**src/rtl/config_loader.sv**
```systemverilog
// config_loader: packs an IN_W-bit valid/ready config stream into WORD_W-bit
// words and writes them, one per enable pulse, into a bank of NUM_WORDS
// level-sensitive latches. Each enable pulse is framed by a setup cycle and
// a hold cycle so that the data bus is stable around every pulse.
// Optional feature macro: CONFIG_LOADER_CHECKSUM_EN. When defined, one
// trailing checksum word is accepted after the last latch word and compared
// with the XOR of all latch words; io_err reports a mismatch.
// WORD_W must be an integer multiple of IN_W, with at least two beats per word.
module config_loader #(
  parameter int unsigned NUM_WORDS = 9,
  parameter int unsigned WORD_W    = 32,
  parameter int unsigned IN_W      = 8
) (
  input  logic                 clk,
  input  logic                 reset,
  input  logic                 io_start,
  input  logic                 io_in_valid,
  output logic                 io_in_ready,
  input  logic [IN_W-1:0]      io_in_data,
  output logic [WORD_W-1:0]    io_d_out,
  output logic [NUM_WORDS-1:0] io_configs_en,
  output logic                 io_busy,
  output logic                 io_done,
  output logic                 io_err
);

  localparam int unsigned BEATS  = WORD_W / IN_W;
  localparam int unsigned SH_W   = WORD_W - IN_W;
  localparam int unsigned BIDX_W = (BEATS > 1) ? $clog2(BEATS) : 1;
  localparam int unsigned WIDX_W = (NUM_WORDS > 1) ? $clog2(NUM_WORDS) : 1;

  typedef enum logic [2:0] {
    IDLE     = 3'd0,
    ASSEMBLE = 3'd1,
    SETUP    = 3'd2,
    STROBE   = 3'd3,
    HOLD     = 3'd4,
    DONE     = 3'd5
  } state_t;

  state_t              state;
  logic [BIDX_W-1:0]   beat_idx;
  logic [WIDX_W-1:0]   word_idx;
  logic [SH_W-1:0]     shift;
  logic [WORD_W-1:0]   word_c;
  logic                accept_c;
  logic                last_beat_c;

`ifdef CONFIG_LOADER_CHECKSUM_EN
  logic [WORD_W-1:0]   xsum;
  logic                chk_phase;
`else
  assign io_err = 1'b0;
`endif

  // Earlier beats sit in the shift register; the incoming beat becomes the MSBs,
  // so after BEATS beats the first beat ends up in the LSBs.
  assign word_c      = {io_in_data, shift};
  assign accept_c    = io_in_valid && io_in_ready;
  assign last_beat_c = (beat_idx == BIDX_W'(BEATS - 1));

  // Load sequencer: state, counters, packing register and all registered outputs.
  always_ff @(posedge clk or posedge reset) begin
    if (reset) begin
      state         <= IDLE;
      beat_idx      <= '0;
      word_idx      <= '0;
      shift         <= '0;
      io_in_ready   <= 1'b0;
      io_d_out      <= '0;
      io_configs_en <= '0;
      io_busy       <= 1'b0;
      io_done       <= 1'b0;
`ifdef CONFIG_LOADER_CHECKSUM_EN
      io_err        <= 1'b0;
      xsum          <= '0;
      chk_phase     <= 1'b0;
`endif
    end else begin
      case (state)
        IDLE, DONE: begin
          if (io_start) begin
            state       <= ASSEMBLE;
            beat_idx    <= '0;
            word_idx    <= '0;
            io_in_ready <= 1'b1;
            io_busy     <= 1'b1;
            io_done     <= 1'b0;
`ifdef CONFIG_LOADER_CHECKSUM_EN
            io_err      <= 1'b0;
            xsum        <= '0;
            chk_phase   <= 1'b0;
`endif
          end
        end

        ASSEMBLE: begin
          if (accept_c) begin
            shift <= word_c[WORD_W-1:IN_W];
            if (last_beat_c) begin
              beat_idx    <= '0;
              io_in_ready <= 1'b0;
`ifdef CONFIG_LOADER_CHECKSUM_EN
              if (chk_phase) begin
                // Checksum word: no latch write, finish and report.
                state   <= DONE;
                io_busy <= 1'b0;
                io_done <= 1'b1;
                io_err  <= (word_c != xsum);
              end else begin
                state    <= SETUP;
                io_d_out <= word_c;
                xsum     <= xsum ^ word_c;
              end
`else
              state    <= SETUP;
              io_d_out <= word_c;
`endif
            end else begin
              beat_idx <= beat_idx + 1'b1;
            end
          end
        end

        SETUP: begin
          state         <= STROBE;
          io_configs_en <= NUM_WORDS'(1) << word_idx;
        end

        STROBE: begin
          state         <= HOLD;
          io_configs_en <= '0;
        end

        HOLD: begin
          if (word_idx == WIDX_W'(NUM_WORDS - 1)) begin
`ifdef CONFIG_LOADER_CHECKSUM_EN
            state       <= ASSEMBLE;
            chk_phase   <= 1'b1;
            io_in_ready <= 1'b1;
`else
            state   <= DONE;
            io_busy <= 1'b0;
            io_done <= 1'b1;
`endif
          end else begin
            state       <= ASSEMBLE;
            word_idx    <= word_idx + 1'b1;
            io_in_ready <= 1'b1;
          end
        end

        default: begin
          state         <= IDLE;
          io_in_ready   <= 1'b0;
          io_configs_en <= '0;
          io_busy       <= 1'b0;
        end
      endcase
    end
  end

endmodule

```
**config.mk**
```make
export PLATFORM = sky130hd
export DESIGN_NAME = config_loader
export DESIGN_NICKNAME = d
export VERILOG_FILES = /design/src/rtl/config_loader.sv
export SDC_FILE = /design/constraint.sdc
export NUM_CORES = 1
export LEC_CHECK = 0
export ABC_AREA = 1
export BUFFER_PORTS_ARGS = -buffer_cell sky130_fd_sc_hd__buf_2
export CORE_MARGIN = 3
export CORE_UTILIZATION = 40
export CTS_CLUSTER_SIZE = 40
export DETAILED_ROUTE_END_ITERATION = 6
export GPL_ROUTABILITY_DRIVEN = 1
export GPL_TIMING_DRIVEN = 0
export PLACE_DENSITY_LB_ADDON = 0.08
export SYNTH_ARGS = -nofsm -noshare
export SYNTH_HDL_FRONTEND = slang
export SYNTH_SLANG_ARGS = --single-unit
```
**constraint.sdc**
```tcl
create_clock -name clk -period 2.6 [get_ports clk]
set_input_delay 0.52 -clock clk [delete_from_list [all_inputs] [get_ports clk]]
set_output_delay 0.52 -clock clk [all_outputs]
set_load 0.01 [all_outputs]
```
# ---- Word level (Yosys, flattened, before mapping)
# Index checks and enable logic that the tools add are counted.
dict set report op_classes {
  addsub 2
  n_eq_ne 12
  shift 1
  n_mux 23
  bitwise_logic 2
  n_reduce_logical 16
}
# operator count
set ops {}
lappend ops {{case mux 9 bit (2 select lines)} 1}
lappend ops {{AND reduction 3 bit} 6}
lappend ops {{case mux 3 bit (5 select lines)} 1}
lappend ops {{two-way mux 3 bit} 4}
lappend ops {{!= test 2 bit (second input constant)} 5}
lappend ops {{left shift 1 x 4 -> 9 bit (first input constant)} 1}
lappend ops {{two-way mux 4 bit} 2}
lappend ops {{case mux 4 bit (2 select lines)} 1}
lappend ops {{two-way mux 1 bit} 7}
lappend ops {{== test 3 x 2 -> 1 bit (second input constant)} 2}
lappend ops {{== test 3 bit (second input constant)} 2}
lappend ops {{two-way mux 2 bit} 3}
lappend ops {{AND reduction 5 bit} 1}
lappend ops {{adder 4 x 1 -> 4 bit (second input constant)} 1}
lappend ops {{== test 4 bit (second input constant)} 1}
lappend ops {{case mux 1 bit (4 select lines)} 1}
lappend ops {{case mux 2 bit (2 select lines)} 1}
lappend ops {{nonzero test 2 bit} 2}
lappend ops {{OR reduction 2 bit} 2}
lappend ops {{OR reduction 4 bit} 1}
lappend ops {{== test 3 x 1 -> 1 bit (second input constant)} 1}
lappend ops {{logical NOT 3 bit} 1}
lappend ops {{case mux 1 bit (3 select lines)} 1}
lappend ops {{OR reduction 3 bit} 1}
lappend ops {{other kinds (6)} 7}
dict set report totals {
  reg_bits 77
  output_inout_bits 45
  word_cells 65
}

# ---- Longest topological paths before layout
dict set report depth {
  depth_word 4
  ltp_mapped 8
  depth_no_buf 8
}

# ---- Worst setup path before layout
# No wires, ideal clock.
dict set report synth_timing {
  kind {reg2reg}
  start {register word_idx[0]}
  end {register word_idx[0]}
  arrival_time_ns 1.199
  required_time_ns 2.481
  slack_ns 1.282
  stages_incl_launch_ff 8
  path_buffers 0
  synth_period_minus_slack_ns 1.318
  cell_sequence {dfrtp_1 inv_1 ha_1 nand3_1 inv_1 nand2_1 nand2_1 o21a_1}
}
dict set report synth_via {
  elab_chain_len 3
}
# element line
set synth_lines {}
lappend synth_lines {{start, declared} 43} ;# logic [WIDX_W-1:0] word_idx;
lappend synth_lines {{start signal, assigned} 148} ;# word_idx <= word_idx + 1'b1;
lappend synth_lines {{adder 4 x 1 -> 4 bit or == test 4 bit (tied branches)} {148, 136}}
lappend synth_lines {{two-way mux 4 bit or != test 2 bit (tied branches)} --}
lappend synth_lines {{case mux 4 bit (2 select lines) or AND reduction 3 bit (tied branches)} --}
# Parallel ways exist; a longest one is shown, timed or not. The select of a mux whose other input is x is not followed.
# A chain may end at the register's enable or synchronous reset.

# ---- Worst setup path after layout
# Same ends and word-level chain as after synthesis.

==> metrics.yaml <==
status: "finished clean"
hold_viol: 0
start_util_pct: 42.3
vias_per_cell: 4.60
syn_nets: 362
cts_buffer_depth: 2
die_area_sq_um: 9530
core_sq_um: 7930
gp_congestion: 0.765
die_y_microns: 97.6
start_kind: "flip-flop"
area_delta_synth_final_pct: 20.3
synth_seq_area_share_pct: 57.4
placed_cells: 501
max_freq_ghz: 0.644
num_vias: 2377
min_period_ns: 1.55
insertion_delay_ns: 0.34
dp_hpwl_microns: 4710
finalInstanceArea_sq_um: 4040
syn_area_sq_um: 3360
grt_use_total_pct: 14.8
cpPeakStageDelay_ns: 0.41
drv_cap: 0
diodes: 0
ys_ff_latch: 77
cts_made_buffers: 9
path_cells: "inv_1 -> ha_1 -> nand3_1 -> inv_1 -> nand2_1 -> nand2_1 -> o21a_1"
drive_gt1_share_pct: 30.4
drt_iter0_markers: 107
post-cts-setup-buffer-count: 0
cp_data_arrival_time_ns: 1.80
drt_wl_total_microns: 6590
syn_inst: 343
power.leakage_nw: 2.12
grt-ovfl-total: 0
yosysWarnings: 0
clk_pin_slew_ns: 0.09
holdBufCountCts: 0
grt_max_degree: 68
dpl_cell_area_sq_um: 3790
p_per_area_nw_per_um2: 973
yosys.cell_types.count: 25
grt_pass1_vias: 2351
rows: 32
dr.pass1.iters: 4
rsz0062_at_grt: "no"
required_ns: 2.84
fin_cells: 517
hp-class: "input port to asynchronous set/reset pin"
cts_sinks: 77
route.detailed.drc: 0
post-route-period-util_pct: 59.7
setup_tns_ns: 0
end_kind: "flip-flop"
avgSynthCellArea_sq_um: 9.79
nets: 429
io_buffer_count: 55
maxSlewViolCount: 0
crit_fanout: 5
pin_count: 57
crit_slowest_cell: "dfrtp_1"
cts_resized: 0
final_cell_mix: "nand2_1 (97), dfrtp_1 (77), buf_2 (57), inv_1 (43), o21ai_2 (36)"
cts_tree: "yes"
antenna_found_initial: 0
layout_commonest_cell: "nand2_1"
grt_pass1_wl_microns: 11500
setup_viol: 0
fp.dieW_microns: 97.6
h-tree-depth: 3
ir_worst_vdd_v: 0.000413
postRouteAntennaNets: 0
routedWlPerCell_microns: 12.7
cts-root-buf: "clkbuf_8"
path_class: "flip-flop to flip-flop"
fin_skew_ns: 0.0144
total_power_mw: 3.93
[logic make-up after synthesis]
group | count (synthesis) | synth area share (%)
buffers and inverters | 58 | 8.68
AND/OR/NAND/NOR | 123 | 15.5
flip-flops | 77 | 57.4
adder cells (fa/ha/maj) | 7 | 2.61
XOR/XNOR | 1 | 0.261
other | 1 | 0.112
AO/OA/AOI/OAI | 76 | 15.4
[state kept, by name, indices dropped and copies added, names as in the netlist]
| register | count |
|---|---|
| io_d_out | 32 |
| shift | 24 |
| io_configs_en | 9 |
| word_idx | 4 |
| state | 3 |
| beat_idx | 2 |
| io_busy | 1 |
| io_done | 1 |
| io_in_ready | 1 |
[worst max-delay path, delay by kind of cell, from the launching register on]
family          cells  cell delay [ns]
simple gates        3             0.43
flops               1             0.41
fa+ha+maj           1             0.23
compound gates      1             0.21
buf+inv             2             0.16
[layer usage]
metal / routed length (microns) / part of all wire, % / vias to the layer above / track usage (%)
met2: 2780 / 42 / 44 / 21.3
met3: 268 / 4.1 / 12 / 2.94
met1: 3410 / 52 / 1098 / 21.7
li1: - / - / 1223 / -
met4: 130 / 2.0 / 0 / 6.18
met5: 0 / 0 / - / 0
[power by group]
group	switching [mW]	internal, mW
Sequential	0.207	1.49
Combinational	0.705	0.413
Clock	0.442	0.668
[final timing paths]
kind / endpoint / start / depth (start not counted) / slack (ns)
setup reg to reg: word_idx[0]$_DFFE_PP0P_ / word_idx[0]$_DFFE_PP0P_ / 7 / 1.05
hold reg to reg: io_busy$_DFFE_PP0P_ / io_busy$_DFFE_PP0P_ / 2 / 0.47
hold / removal: io_configs_en[2]$_DFFE_PP0N_ / reset / 2 / 0.07
min in group clk: io_d_out[27]$_DFFE_PP0P_ / io_in_data[3] / 3 / 0.44
setup / recovery: word_idx[0]$_DFFE_PP0P_ / word_idx[0]$_DFFE_PP0P_ / 7 / 1.05
max in group asynchronous: beat_idx[0]$_DFFE_PP0P_ / reset / 3 / 1.96
[area by class of cell]
type / count / area, sq um
Fill cell: 782 / 3890
Inverter: 45 / 171
Clock inverter: 5 / 106
Clock buffer: 11 / 141
Tap cell: 102 / 128
Buffer: 13 / 123
Sequential cell: 77 / 1930
Timing Repair Buffer: 56 / 303
Multi-Input combinational cell: 208 / 1140
[stage by stage]
step	hold WS, ns	worst slack (ns)	util (%)
after floorplan	0.446	0.113	-
after global placement	0.452	-0.873	47.4
after detailed placement	0.443	1.08	47.8
after CTS	0.0541	1.05	50.9
after global routing	0.0713	0.894	50.9
final	0.0680	1.05	50.9
[cells in the mapped netlist]
master    number  area share (%)
nand3b_1       1            0.22
nand4_1        1            0.19
nand2_2        2            0.37
dfrtp_1       77              57
nand3_2        1            0.30
a21oi_1        5            0.75
xor2_1         1            0.26
o21ai_0       18             2.7
inv_1         44             4.9
nor3_1         1            0.15
nand3_1       12             1.8
o21ai_1       16             2.4
nor2_4         1            0.34
clkbuf_1       1            0.11
o21a_1         1            0.22
buf_6          9             3.0
buf_4          1            0.22
buf_2          2            0.30
nand2_1       97              11
ha_1           7             2.6
o21ai_2       36             9.4
inv_2          1            0.11
conb_1         1            0.11
nand4_4        1            0.63
nor2_1         6            0.67
No activity file was read; power rests on OpenSTA's default activity.
